`src/rtl/backoff_array.sv`:
```
// Multi-channel exponential backoff timer with optional LFSR jitter.
// Each channel waits base<<exp (+jitter, saturated) cycles, then pulses ack once.
module backoff_array #(
    parameter int          NUM_CH    = 4,
    parameter int          CNT_W     = 16,
    parameter int          MAX_EXP   = 6,
    parameter bit          JITTER_EN = 1'b1,
    parameter int          JIT_W     = 4,
    parameter logic [15:0] LFSR_SEED = 16'hACE1
) (
    input  logic                  clk,
    input  logic                  rst_n,
    input  logic [CNT_W-1:0]      base_value,
    input  logic [NUM_CH-1:0]     valid,
    input  logic [NUM_CH-1:0]     interrupt,
    input  logic [NUM_CH-1:0]     success,
    output logic [NUM_CH-1:0]     ack,
    output logic [NUM_CH-1:0]     busy,
    output logic [NUM_CH*4-1:0]   exp_o
);
    localparam int EXT_W = CNT_W + 16;
    localparam logic [EXT_W-1:0] JIT_MASK = (EXT_W'(1'b1) << JIT_W) - EXT_W'(1'b1);

    typedef enum logic [1:0] {
        S_IDLE    = 2'd0,
        S_BACKOFF = 2'd1,
        S_ACK     = 2'd2
    } state_t;

    state_t           state_r   [NUM_CH];
    logic [CNT_W-1:0] counter_r [NUM_CH];
    logic [CNT_W-1:0] target_r  [NUM_CH];
    logic [CNT_W-1:0] target_s  [NUM_CH];
    logic [3:0]       exp_r     [NUM_CH];
    logic [15:0]      lfsr_r;

    function automatic logic [15:0] lfsr_next(input logic [15:0] v);
        return (v >> 1) ^ (v[0] ? 16'hB400 : 16'h0000);
    endfunction

    function automatic logic [15:0] rotl16(input logic [15:0] v, input int sh);
        logic [31:0] d;
        d = {v, v} << sh;
        return d[31:16];
    endfunction

    // Per-channel target candidate: widened shift plus jitter, clamped to all-ones.
    always_comb begin
        logic [EXT_W-1:0] shifted_s;
        logic [EXT_W-1:0] jit_s;
        logic [EXT_W-1:0] sum_s;
        shifted_s = {EXT_W{1'b0}};
        jit_s     = {EXT_W{1'b0}};
        sum_s     = {EXT_W{1'b0}};
        for (int i = 0; i < NUM_CH; i++) begin
            shifted_s = EXT_W'(base_value) << exp_r[i];
            if (JITTER_EN) begin
                jit_s = EXT_W'(rotl16(lfsr_r, (4 * i) % 16)) & JIT_MASK;
            end else begin
                jit_s = {EXT_W{1'b0}};
            end
            sum_s = shifted_s + jit_s;
            if (|sum_s[EXT_W-1:CNT_W]) begin
                target_s[i] = {CNT_W{1'b1}};
            end else begin
                target_s[i] = sum_s[CNT_W-1:0];
            end
        end
    end

    // Channel FSMs, exponent tracking and the free-running LFSR.
    always_ff @(posedge clk or negedge rst_n) begin
        if (!rst_n) begin
            lfsr_r <= LFSR_SEED;
            for (int i = 0; i < NUM_CH; i++) begin
                state_r[i]   <= S_IDLE;
                counter_r[i] <= {CNT_W{1'b0}};
                target_r[i]  <= {CNT_W{1'b0}};
                exp_r[i]     <= 4'd0;
            end
        end else begin
            lfsr_r <= lfsr_next(lfsr_r);
            for (int i = 0; i < NUM_CH; i++) begin
                case (state_r[i])
                    S_IDLE: begin
                        if (valid[i]) begin
                            target_r[i]  <= target_s[i];
                            counter_r[i] <= {CNT_W{1'b0}};
                            state_r[i]   <= S_BACKOFF;
                        end
                    end
                    S_BACKOFF: begin
                        if (interrupt[i]) begin
                            counter_r[i] <= {CNT_W{1'b0}};
                            state_r[i]   <= S_IDLE;
                        end else if (counter_r[i] == target_r[i]) begin
                            state_r[i] <= S_ACK;
                            if (exp_r[i] < 4'(MAX_EXP)) begin
                                exp_r[i] <= exp_r[i] + 4'd1;
                            end
                        end else begin
                            counter_r[i] <= counter_r[i] + {{(CNT_W-1){1'b0}}, 1'b1};
                        end
                    end
                    S_ACK: begin
                        counter_r[i] <= {CNT_W{1'b0}};
                        state_r[i]   <= S_IDLE;
                    end
                    default: begin
                        counter_r[i] <= {CNT_W{1'b0}};
                        state_r[i]   <= S_IDLE;
                    end
                endcase
                // A success pulse overrides any increment issued in the same cycle.
                if (success[i]) begin
                    exp_r[i] <= 4'd0;
                end
            end
        end
    end

    // Outputs decoded straight from registered state.
    always_comb begin
        ack   = {NUM_CH{1'b0}};
        busy  = {NUM_CH{1'b0}};
        exp_o = {(NUM_CH*4){1'b0}};
        for (int i = 0; i < NUM_CH; i++) begin
            ack[i]          = (state_r[i] == S_ACK);
            busy[i]         = (state_r[i] != S_IDLE);
            exp_o[4*i +: 4] = exp_r[i];
        end
    end
endmodule
```
`config.mk`:
```
export PLATFORM = sky130hd
export DESIGN_NAME = backoff_array
export DESIGN_NICKNAME = d
export VERILOG_FILES = /design/src/rtl/backoff_array.sv
export SDC_FILE = /design/constraint.sdc
export NUM_CORES = 1
export LEC_CHECK = 0
export ABC_AREA = 1
export CORE_ASPECT_RATIO = 1.75
export CORE_MARGIN = 3
export CORE_UTILIZATION = 65
export DETAILED_ROUTE_END_ITERATION = 10
export PLACE_DENSITY = 0.89
export SLEW_MARGIN = 20
export SYNTH_ARGS = -nofsm -noshare
export SYNTH_HDL_FRONTEND = slang
export SYNTH_SLANG_ARGS = --single-unit
```
`constraint.sdc`:
```
create_clock -name clk -period 9.8 [get_ports clk]
set_input_delay 1.47 -clock clk [delete_from_list [all_inputs] [get_ports clk]]
set_output_delay 1.47 -clock clk [all_outputs]
set_load 0.02 [all_outputs]
```
# Word level (Yosys, flattened, before mapping)

Index checks and enable logic that the tools add are counted.
W data, S select, Z words.

Memory bits (read-only): 0
Register bits after elaboration: 168
Latch bits: 0
Bits of input ports: 30
RAM bits: 0
Output and inout port bits: 24
Memories kept: 0

$add $sub $neg: 12
$mul: 0
Shift operators: 4
Bitwise logic cells: 1
Divide/modulo/power cells: 0
Magnitude comparators: 4
Muxes and demuxes: 57
Eq/ne operators: 28
Reduce and logical (&&, ||, !) cells: 40

Operator list:

| operator                | number |
|---|---|
| $mux W16                | 17 |
| $add A32 B4 Y32         | 4 |
| $pmux W16 S2            | 4 |
| $shl A16 B4 Y32         | 4 |
| $mux W4                 | 20 |
| $add A16 B1 Y16 const B | 4 |
| $eq A16 B16 Y1          | 4 |
| $reduce_or A16 Y1       | 4 |
| $reduce_bool A2 Y1      | 16 |
| $mux W2                 | 12 |
| $ne A3 B3 Y1 const B    | 8 |
| $reduce_and A2 Y1       | 12 |
| $add A4 B1 Y4 const B   | 4 |
| $lt A4 B3 Y1 const B    | 4 |
| $pmux W2 S2             | 4 |
| $reduce_and A4 Y1       | 4 |
| $xor A15 B16 Y16        | 1 |
| $eq A2 B1 Y1 const B    | 4 |
| $eq A2 B2 Y1 const B    | 4 |
| $logic_not A2 Y1        | 4 |
| $ne A2 B1 Y1 const B    | 4 |
| $ne A2 B2 Y1 const B    | 4 |

# Longest topological paths before layout

Gate-level depths: netlist of run 1.

Word-level depth: 6
Mapped depth: 26

# Least setup slack after synthesis of run 1

OpenSTA, ideal clock, no wires.

Path kind: input -> register
Start point: in base_value[0]
End point: reg target_r[2] in the netlist's numbering
Arrival time: 3.873 ns
Required time: 9.683 ns
Setup time: 0.117 ns
Setup slack: 5.809 ns
Stages: 24
Buffers on the path: 2
Cell sequence: buf_4 nand2_1 nor2_1 nand2_1 nor2_1 ha_1 fa_1 nand2_1 inv_1 nor2_1 nor2_1 nor2_1 nor2_2 nand2_1 nor2_2 nand3_2 inv_1 nand2_1 nand3_1 nor2_1 nand4_4 buf_6 nor2_1 nor2_1

Word-level cells in the longest chain between the ends: 4

Ends and longest elaborated chain:

| item                            | line | text |
|---|---|---|
| from (decl)                     | 13   | `input logic [CNT_W-1:0] base_value,` |
| $shl A16 B4 Y32 *               | 56   | `shifted_s = EXT_W'(base_value) << exp_r[i];` |
| $add A32 B4 Y32 *               | 62   | `sum_s = shifted_s + jit_s;` |
| $reduce_or A16 Y1               | 63   | `if (\|sum_s[EXT_W-1:CNT_W]) begin` |
| $mux W16 *                      | 63   |  |
| to (signal, indexed assignment) | 78   | `target_r[i] <= {CNT_W{1'b0}};` |
| to (signal, indexed assignment) | 87   | `target_r[i] <= target_s[i];` |
| to (decl)                       | 32   | `logic [CNT_W-1:0] target_r [NUM_CH];` |

Mark *: on every way between the ends. The rest lies on a longest branch, timed or not.
A chain may end at the register's enable or synchronous reset.

# Worst setup path in the final report of run 1

Same ends and word-level chain as after synthesis.

==> impl_results.md, run 1 <==
- Nets in the synthesized netlist: 2437
- Share of cells above drive strength 1: 7.30%
- Total number of yosys warnings: 0
- Count of buffering cells on the critical path with inverters included: 2
- TritonCTS clock tree: done
- Start of the worst register-to-register path: exp_o[1]
- Horizontal die dimension: 122 µm
- Arrival time worst endpoint: 5.01 ns
- Transition time of the tightest slew-check pin: 0.962 ns
- HPWL after DPL: roughly 32 mm
- GR peak layer: met2
- First-iteration detailed-routing DRC count: 1335
- Xor-xnor portion of the synthesized cell area: 7.00%
- Post-detailed-route wirelength per cell: 16.0 µm
- Simple-gate area share of the yosys netlist: ~46%
- Total of max-cap violations: 0
- CP peak stage delay: 0.83 ns
- # setup viols final: 0
- VDD IR max: just over 0.2 mV
- Fmax: between 200 and 250 MHz
- Vias after detailed routing: 15800
- Start-to-end type of the worst setup path: primary input to flop
- Die H: ~210 µm
- Final Hold Vio Count: 0
- Ratio of total power to cell area: 189 nW/µm²
- Grt met3 use: ~5.4%
- Register area share after synthesis: 27.6%
- Category of the worst setup path launch point: primary input
- Pin count of the biggest net entering global routing: 103
- Clock Sinks: roughly 170
- Core utilization of the finished layout: 70.4%
- Min cycle time layout: 4.66 ns
- Die area: 25400 µm²
- Number of nets in the final layout: 2401
- Area fraction in compound gates after synthesis: 7.29%
- Number of core rows: 73
- Syn Inst Count: 2379
- Period utilization: a little under half
- Level count of the clock H-tree: 4
- Worst min-delay path class: flop to flop
- Setup crit end kind: flop
- Fraction of post-synthesis cell area in the top cell type by area: 26.2%
- Summed instance area of the synthesized netlist: 15300 µm²
- Core Area: 22900 µm²
- Headroom to the max-slew limit: about 36%
- Remaining design rule violation count: 0
- Top FF cell, synth: dfrtp_1
- Total of buffers placed on input and output ports: 53
- Ratio of routed vias to standard cells: 5.97
- Post-route antenna net violation count: 0
- Post-detailed-routing wire length: 42.5 mm
- Ordered cell list for the critical path: clkdlybuf4s50_1 -> nand2_1 -> nor2_1 -> nand2_1 -> nor2_1 -> ha_1 -> fa_1 -> nand2_1 -> inv_1 -> nor2_1 -> nor2_1 -> nor2_1 -> nor2_2 -> nand2_1 -> nor2_2 -> nand3_2 -> o21ai_2 -> nand2_1 -> nor2_2 -> nand4_4 -> nor2_1 -> nor2_1
- Number of global-route vias before repair: between 15000 and 20000
- Start point of the worst min-delay path: lfsr_r[6]
- Number of iterations in the first detailed-routing pass: 6
- Post-cts hold buffer count: 0
- Slew Viols, Final: 0
- Clock-pin slew reported for the worst setup and hold paths after clock tree synthesis: 0.06 ns
- Library cell with the largest summed area after synthesis: dfrtp_1
- Growth of design area from synthesis to finish: 5.76%
- Longest Clk Path Bufs: 2
- RSZ-0062 raised after global routing: false
- Main combinational cell family by area after synthesis: simple AND/OR/NAND/NOR gates
- Top cells by area in the synthesized netlist: dfrtp_1, nand2_1, nand3_1
- Mux cell area share after synthesis: 0%
- Grt met1 use: 35.8%
- Total overflow reported by the global router: 0
- Family with the most delay on the worst path: simple AND/OR/NAND/NOR gates
- Setup repair bufs after CTS: 0
- Antenna violations before repair: 2
- CP max stage cell: clkdlybuf4s50_1
- Largest fanout of any net on the critical path: 16
- Overall track demand over capacity in global routing: around a third
- Critical path startpoint: base_value[0]
- Worst EP required: 10.15 ns
- Num CTS Buffers: 17
- Number of gates given a new drive strength after cts: 0
- Starting utilization of the core area: 66.6%
- Clock root buffer master: clkbuf_16
- Leakage power: roughly 7.6 nW
- Fraction of the mapped netlist area in adder cells: ~2.5%
- Number of distinct library cell variants in the gate-level netlist after synthesis: 62
- Async SR Flop Fraction: 100%
- Last weighted congestion value of the routability-driven placer: 1.01
- Syn avg cell area: 6.42 µm²
- Number of enable flip-flop cells after synthesis: 0
- Library cell with the highest instance count after synthesis: nand2_1
- Critical Path Most Common Cell: nor2_1
- Register bit total from synthesis: 168
- Met2 demand-to-capacity share in global routing: 60.7%
- Layout fillers: roughly 1900
- Leading post-synthesis cells by instance count: nand2_1, nand3_1, nor2_1
- I/O pin count: 54
- Worst skew pair latency: 0.46 ns
- Status: finished clean
- First-pass GRT wire length: around 71 mm
- Worst clock skew: 0.0105 ns
- Worst-case hold slack: 0.371 ns
- Inserted Diodes: 0
- Setup Total Neg Slack: 0 ns
==> logic make-up after synthesis <==
family	Yosys count
compound gates	184
fa+ha+maj	28
flops	168
simple gates	1555
xor+xnor	122
buf+inv	322
==> area by class of cell <==
| cell class | count | area [µm²] | area share (%) |
|---|---|---|---|
| multi-input combinational | 1889 | 9580 | 59.3 |
| sequential | 168 | 4210 | 26.1 |
| inverter | 203 | 792 | 4.91 |
| timing repair buffer | 64 | 614 | 3.81 |
| clock buffer | 20 | 457 | 2.83 |
| tap | 300 | 375 | 2.32 |
| clock inverter | 12 | 116 | 0.721 |
==> placed cells by master (no fill, tap or decap), types with 8 or more instances in the layout <==
cell             netlist  final
nand2_1              687    687
nand3_1              357    357
nor2_1               260    259
inv_1                187    187
dfrtp_1              160    160
xor2_1                91     91
nand4_1               71     71
o21ai_0               69     69
clkdlybuf4s50_1        0     52
a21oi_1               47     47
nor3_1                46     46
xnor2_1               31     31
or2_2                 28     28
nor2_2                24     25
ha_1                  24     24
nor4_1                22     22
nand2_2               19     19
clkbuf_16              0     17
o41ai_1               16     16
nand3_2               15     15
buf_4                 13     11
o21ai_1                9      9
inv_2                  8      8
dfstp_2                8      8
==> flip-flops by register name, summed over array words and instances (netlist names) <==
register,flops
target_r,64
state_r,8
lfsr_r,16
exp_o,16
counter_r,64
==> worst reg2reg max path: stages, from the launching register on <==
cell and delay (ns):
dfrtp_1 0.85, inv_1 0.56, nand3_1 0.30, nor3_1 0.07
ha_1 0.26, fa_1 0.42, nand3_1 0.12, nand3_1 0.11
nand3_1 0.11, nor2_2 0.06, nand2_1 0.14, inv_1 0.07
nand2_2 0.11, nor2_4 0.06, nand3_1 0.07, nand3_1 0.09
nor2_2 0.50, nand4_1 0.19, nand2_1 0.10, inv_1 0.04
==> per-stage QoR <==
step / power, W / cells / setup WS [ns] / instance area, µm²
3_5_place_dp: 0.00237 / 2624 / 4.72 / 15600
6_report: 0.00305 / 2656 / 5.14 / 16100
4_1_cts: 0.00305 / 2656 / 5.17 / 16100
3_3_place_gp: 0.00233 / 2624 / 4.84 / 15600
2_1_floorplan: 0.00208 / 2379 / 5.81 / 15300
5_1_grt: 0.00329 / 2656 / 4.80 / 16100
==> path summary, 6_finish.rpt <==
path                                endpoint  slack (ns)  depth (start not counted)
worst max-delay path             target_r[2]        5.14                         22
worst min-delay path               lfsr_r[5]        0.37                          0
worst max register to register  target_r[61]        5.46                         19
worst min register to register     lfsr_r[5]        0.37                          0
max in group asynchronous       target_r[31]        7.25                          2
min in group asynchronous       counter_r[2]        1.11                          1
==> metal layers <==
metal  part of all wire (%)  wire (µm)
met1                     36      15500
met2                     52      22200
met3                    4.7       1980
met4                    6.7       2850
met5                  0.063         27
==> report_power, final <==
part           total, W  leakage (nW)  switching (W)  internal, W
Clock          0.000666         0.266       0.000302     0.000365
Sequential     0.000979          2.06       0.000149     0.000830
Combinational   0.00141          5.31       0.000936     0.000473
Power figures use the tool's default switching activity.
==> run 2: changes to the inputs <==
CORE_UTILIZATION = 63   (was 65)
PLACE_DENSITY = 0.87   (was 0.89)
clock period = 4.7 ns   (was 9.8 ns; I/O delays follow)
==> run 2 against run 1 <==
  * Hold slack got worse by 0.11 ns
  * Sequential power increased by 100%
  * Non-clock buffer count increased by 17
  * Register-to-register slack worse by 4.3 ns
  * Critical path type unchanged
  * Critical endpoint unchanged
  * Cell count up 0.75%
  * Highest routed layer is now met4
  * Sequential share of layout area decreased by 0.33 points
  * Utilization decreased by 1.2 points
  * Worst setup slack got worse by 4.3 ns
==> impl_results.md, run 2 (synthesized netlist as in run 1, its figures left out) <==
- Total of max-cap violations: 0 (unchanged)
- CP peak stage delay: 0.71 ns (-0.12 ns)
- Inserted Diodes: 0 (unchanged)
- First-pass GRT wire length: 71.7 mm (+1.2%)
- Total overflow reported by the global router: 0 (unchanged)
- Ratio of total power to cell area: 403 nW/µm² (+110%)
- RSZ-0062 raised after global routing: false
- Number of nets in the final layout: 2418 (+0.71%)
- Count of buffering cells on the critical path with inverters included: 3 (+1)
- Path depth of the worst reg2reg path: 19 (unchanged)
- Ratio of routed vias to standard cells: 5.93 (-0.69%)
- Starting utilization of the core area: 64.7% (-1.9 points)
- Share of cells above drive strength 1: 7.97% (+0.67 points)
- Arrival time worst endpoint: 4.19 ns (-0.82 ns)
- Worst min-delay path class: primary input to asynchronous set/reset pin
- Total of buffers placed on input and output ports: 53 (unchanged)
- I/O pin count: 54 (unchanged)
- Overall track demand over capacity in global routing: 33.9% (-0.14 points)
- Pin count of the biggest net entering global routing: 90 (-13%)
- Post-cts hold buffer count: 0 (unchanged)
- Min cycle time layout: between 3 and 4 ns
- Largest registers ranked by flip-flop count: counter_r: 64 flops, target_r: 64 flops
- Die area: 26200 µm² (+3.1%)
- Die H: 212 µm (+1.5%)
- Switching Share: 44.1% (-1.3 points)
- Headroom to the max-slew limit: 37.8% (+2.0 points)
- Worst skew pair latency: 0.45 ns (about the same)
- Clock Sinks: 168 (unchanged)
- Num CTS Buffers: 17 (unchanged)
- Layout fillers: 2095 (+7.5%)
- VDD IR max: 0.285 mV (+37%)
- Leakage power: 7.77 nW (+1.7%)
- Clock-pin slew reported for the worst setup and hold paths after clock tree synthesis: 0.07 ns (about the same)
- Post-route antenna net violation count: 0 (unchanged)
- Switching pwr: 0.00291 W (+110%)
- Period utilization: approximately four fifths
- Worst-case hold slack: 0.264 ns (-0.107 ns)
- Core Area: 23600 µm² (+3.0%)
- Antenna violations before repair: 0 (-2)
- Longest Clk Path Bufs: 2 (unchanged)
- Clock root buffer master: clkbuf_16
- Total placed instance area: 15700 µm² (+0.93%)
- Status: finished clean
- Post-detailed-routing wire length: 43.6 mm (+2.6%)
- Setup crit end kind: flop
- Post-route design area: 16400 µm² (+1.3%)
- Start of the worst register-to-register path: exp_o[4]
- Part of the power in registers: 30.0% (-2.0 points)
- Critical Path Most Common Cell: nor2_1
- Start-to-end type of the worst setup path: primary input to flop
- Reg-to-reg endpoint: target_r[36]
- Category of the worst setup path launch point: primary input
- Slew Viols, Final: 0 (unchanged)
- Setup Total Neg Slack: 0 ns (unchanged)
- Family with the most delay on the worst path: simple AND/OR/NAND/NOR gates
- Growth of design area from synthesis to finish: 7.12%
- Level count of the clock H-tree: 4 (unchanged)
- Largest fanout of any net on the critical path: 16 (unchanged)
- Fmax: 260 MHz
- Number of core rows: 74 (+1.4%)
- Most common library cell in the layout ignoring fill and taps: nand2_1
- Remaining design rule violation count: 0 (unchanged)
- Share of power burned in combinational logic: 46.6% (+0.5 points)
- Leading cell types in the layout, fill and taps excluded: nand2_1, nand3_1, nor2_1, inv_1, dfrtp_1
- Reg-to-reg slack, setup: 1.12 ns (-4.34 ns)
- Setup repair bufs after CTS: 0 (unchanged)
- Power share of the clock group: 23.4% (+1.6 points)
- Post-detailed-route wirelength per cell: 16.3 µm (+1.8%)
- Worst EP required: 5.04 ns (-5.11 ns)
- Transition time of the tightest slew-check pin: 0.932 ns (-0.0304 ns)
- Last weighted congestion value of the routability-driven placer: 0.963 (-5.1%)
- End point of the critical path: target_r[2]
- Number of iterations in the first detailed-routing pass: 6 (unchanged)
- Number of global-route vias before repair: 15400 (-0.22%)
- WP depth: 23 (+4.5%)
- Ordered cell list for the critical path: clkdlybuf4s50_1 -> nand2_1 -> nor2_1 -> nand2_1 -> nor2_1 -> ha_1 -> fa_1 -> nand2_1 -> inv_1 -> nor2_1 -> nor2_1 -> nor2_1 -> nor2_2 -> nand2_1 -> nor2_2 -> nand3_2 -> inv_1 -> nand2_1 -> nand3_1 -> nor2_1 -> nand4_4 -> nor2_1 -> nor2_1
- Final Hold Vio Count: 0 (unchanged)
- First-iteration detailed-routing DRC count: 1335 (unchanged)
- Critical path startpoint: base_value[0]
- TritonCTS clock tree: done
- Total power: 0.00659 W (+120%)
- Worst clock skew: 0.0100 ns (-0.000495 ns)
- Vias after detailed routing: 15900 (+0.057%)
- # setup viols final: 0 (unchanged)
- CP max stage cell: clkdlybuf4s50_1
- Internal power contribution: 0.00368 W (+120%)
- Number of gates given a new drive strength after cts: 0 (unchanged)
- Horizontal die dimension: 124 µm (+1.5%)
- HPWL after DPL: 33.2 mm (+3.0%)
==> run 2: changes by cell type in the layout (fill, tap and decap cells not counted), sizes merged <==
| cell | change |
|---|---|
| inv | -1 |
| clkinv | +1 |
| clkinvlp | -4 |
| buf | +17 |
| bufinv | +3 |
==> run 2: layer usage <==
metal	global-route usage [%]	up-vias	wire (µm)
met5	0	-	0
met2	60.3	573	22800
met4	22.4	0	2850
li1	-	7763	-
met1	36.5	7332	15800
met3	4.97	190	2180
==> run 2: per-stage QoR <==
stage | cells | worst slack [ns] | util [%]
final | 2676 | 0.850 | 69.3
after global routing | 2676 | 0.480 | 69.3
after CTS | 2676 | 0.873 | 69.2
after detailed placement | 2645 | 0.409 | 66.5
after global placement | 2645 | 0.502 | 66.5
after floorplan | 2379 | 1.30 | -
==> run 2: worst min path at each step <==
stage / slack (ns) / end
floorplan: 0.36 / lfsr_r[5]
global placement: 0.36 / lfsr_r[5]
detailed placement: 0.36 / lfsr_r[5]
CTS: 0.30 / counter_r[2]
global route: 0.33 / counter_r[2]
finish: 0.26 / counter_r[2]
==> run 2: area by class of cell <==
class	count	area [µm²]	share of cell area, %
Timing Repair Buffer	81	754	4.61
Clock buffer	20	467	2.85
Inverter	203	792	4.84
Clock inverter	11	169	1.03
Tap cell	304	380	2.33
Sequential cell	168	4210	25.8
Multi-Input combinational cell	1889	9580	58.6
==> run 2: power by group through the flow <==
stage / Combinational (W) / Clock (W) / Sequential, W
after floorplan: 0.00239 / 0 / 0.00194
after global placement: 0.00294 / 0 / 0.00198
after detailed placement: 0.00301 / 0 / 0.00199
after CTS: 0.00304 / 0.00156 / 0.00197
after global routing: 0.00344 / 0.00161 / 0.00201
final: 0.00307 / 0.00154 / 0.00198
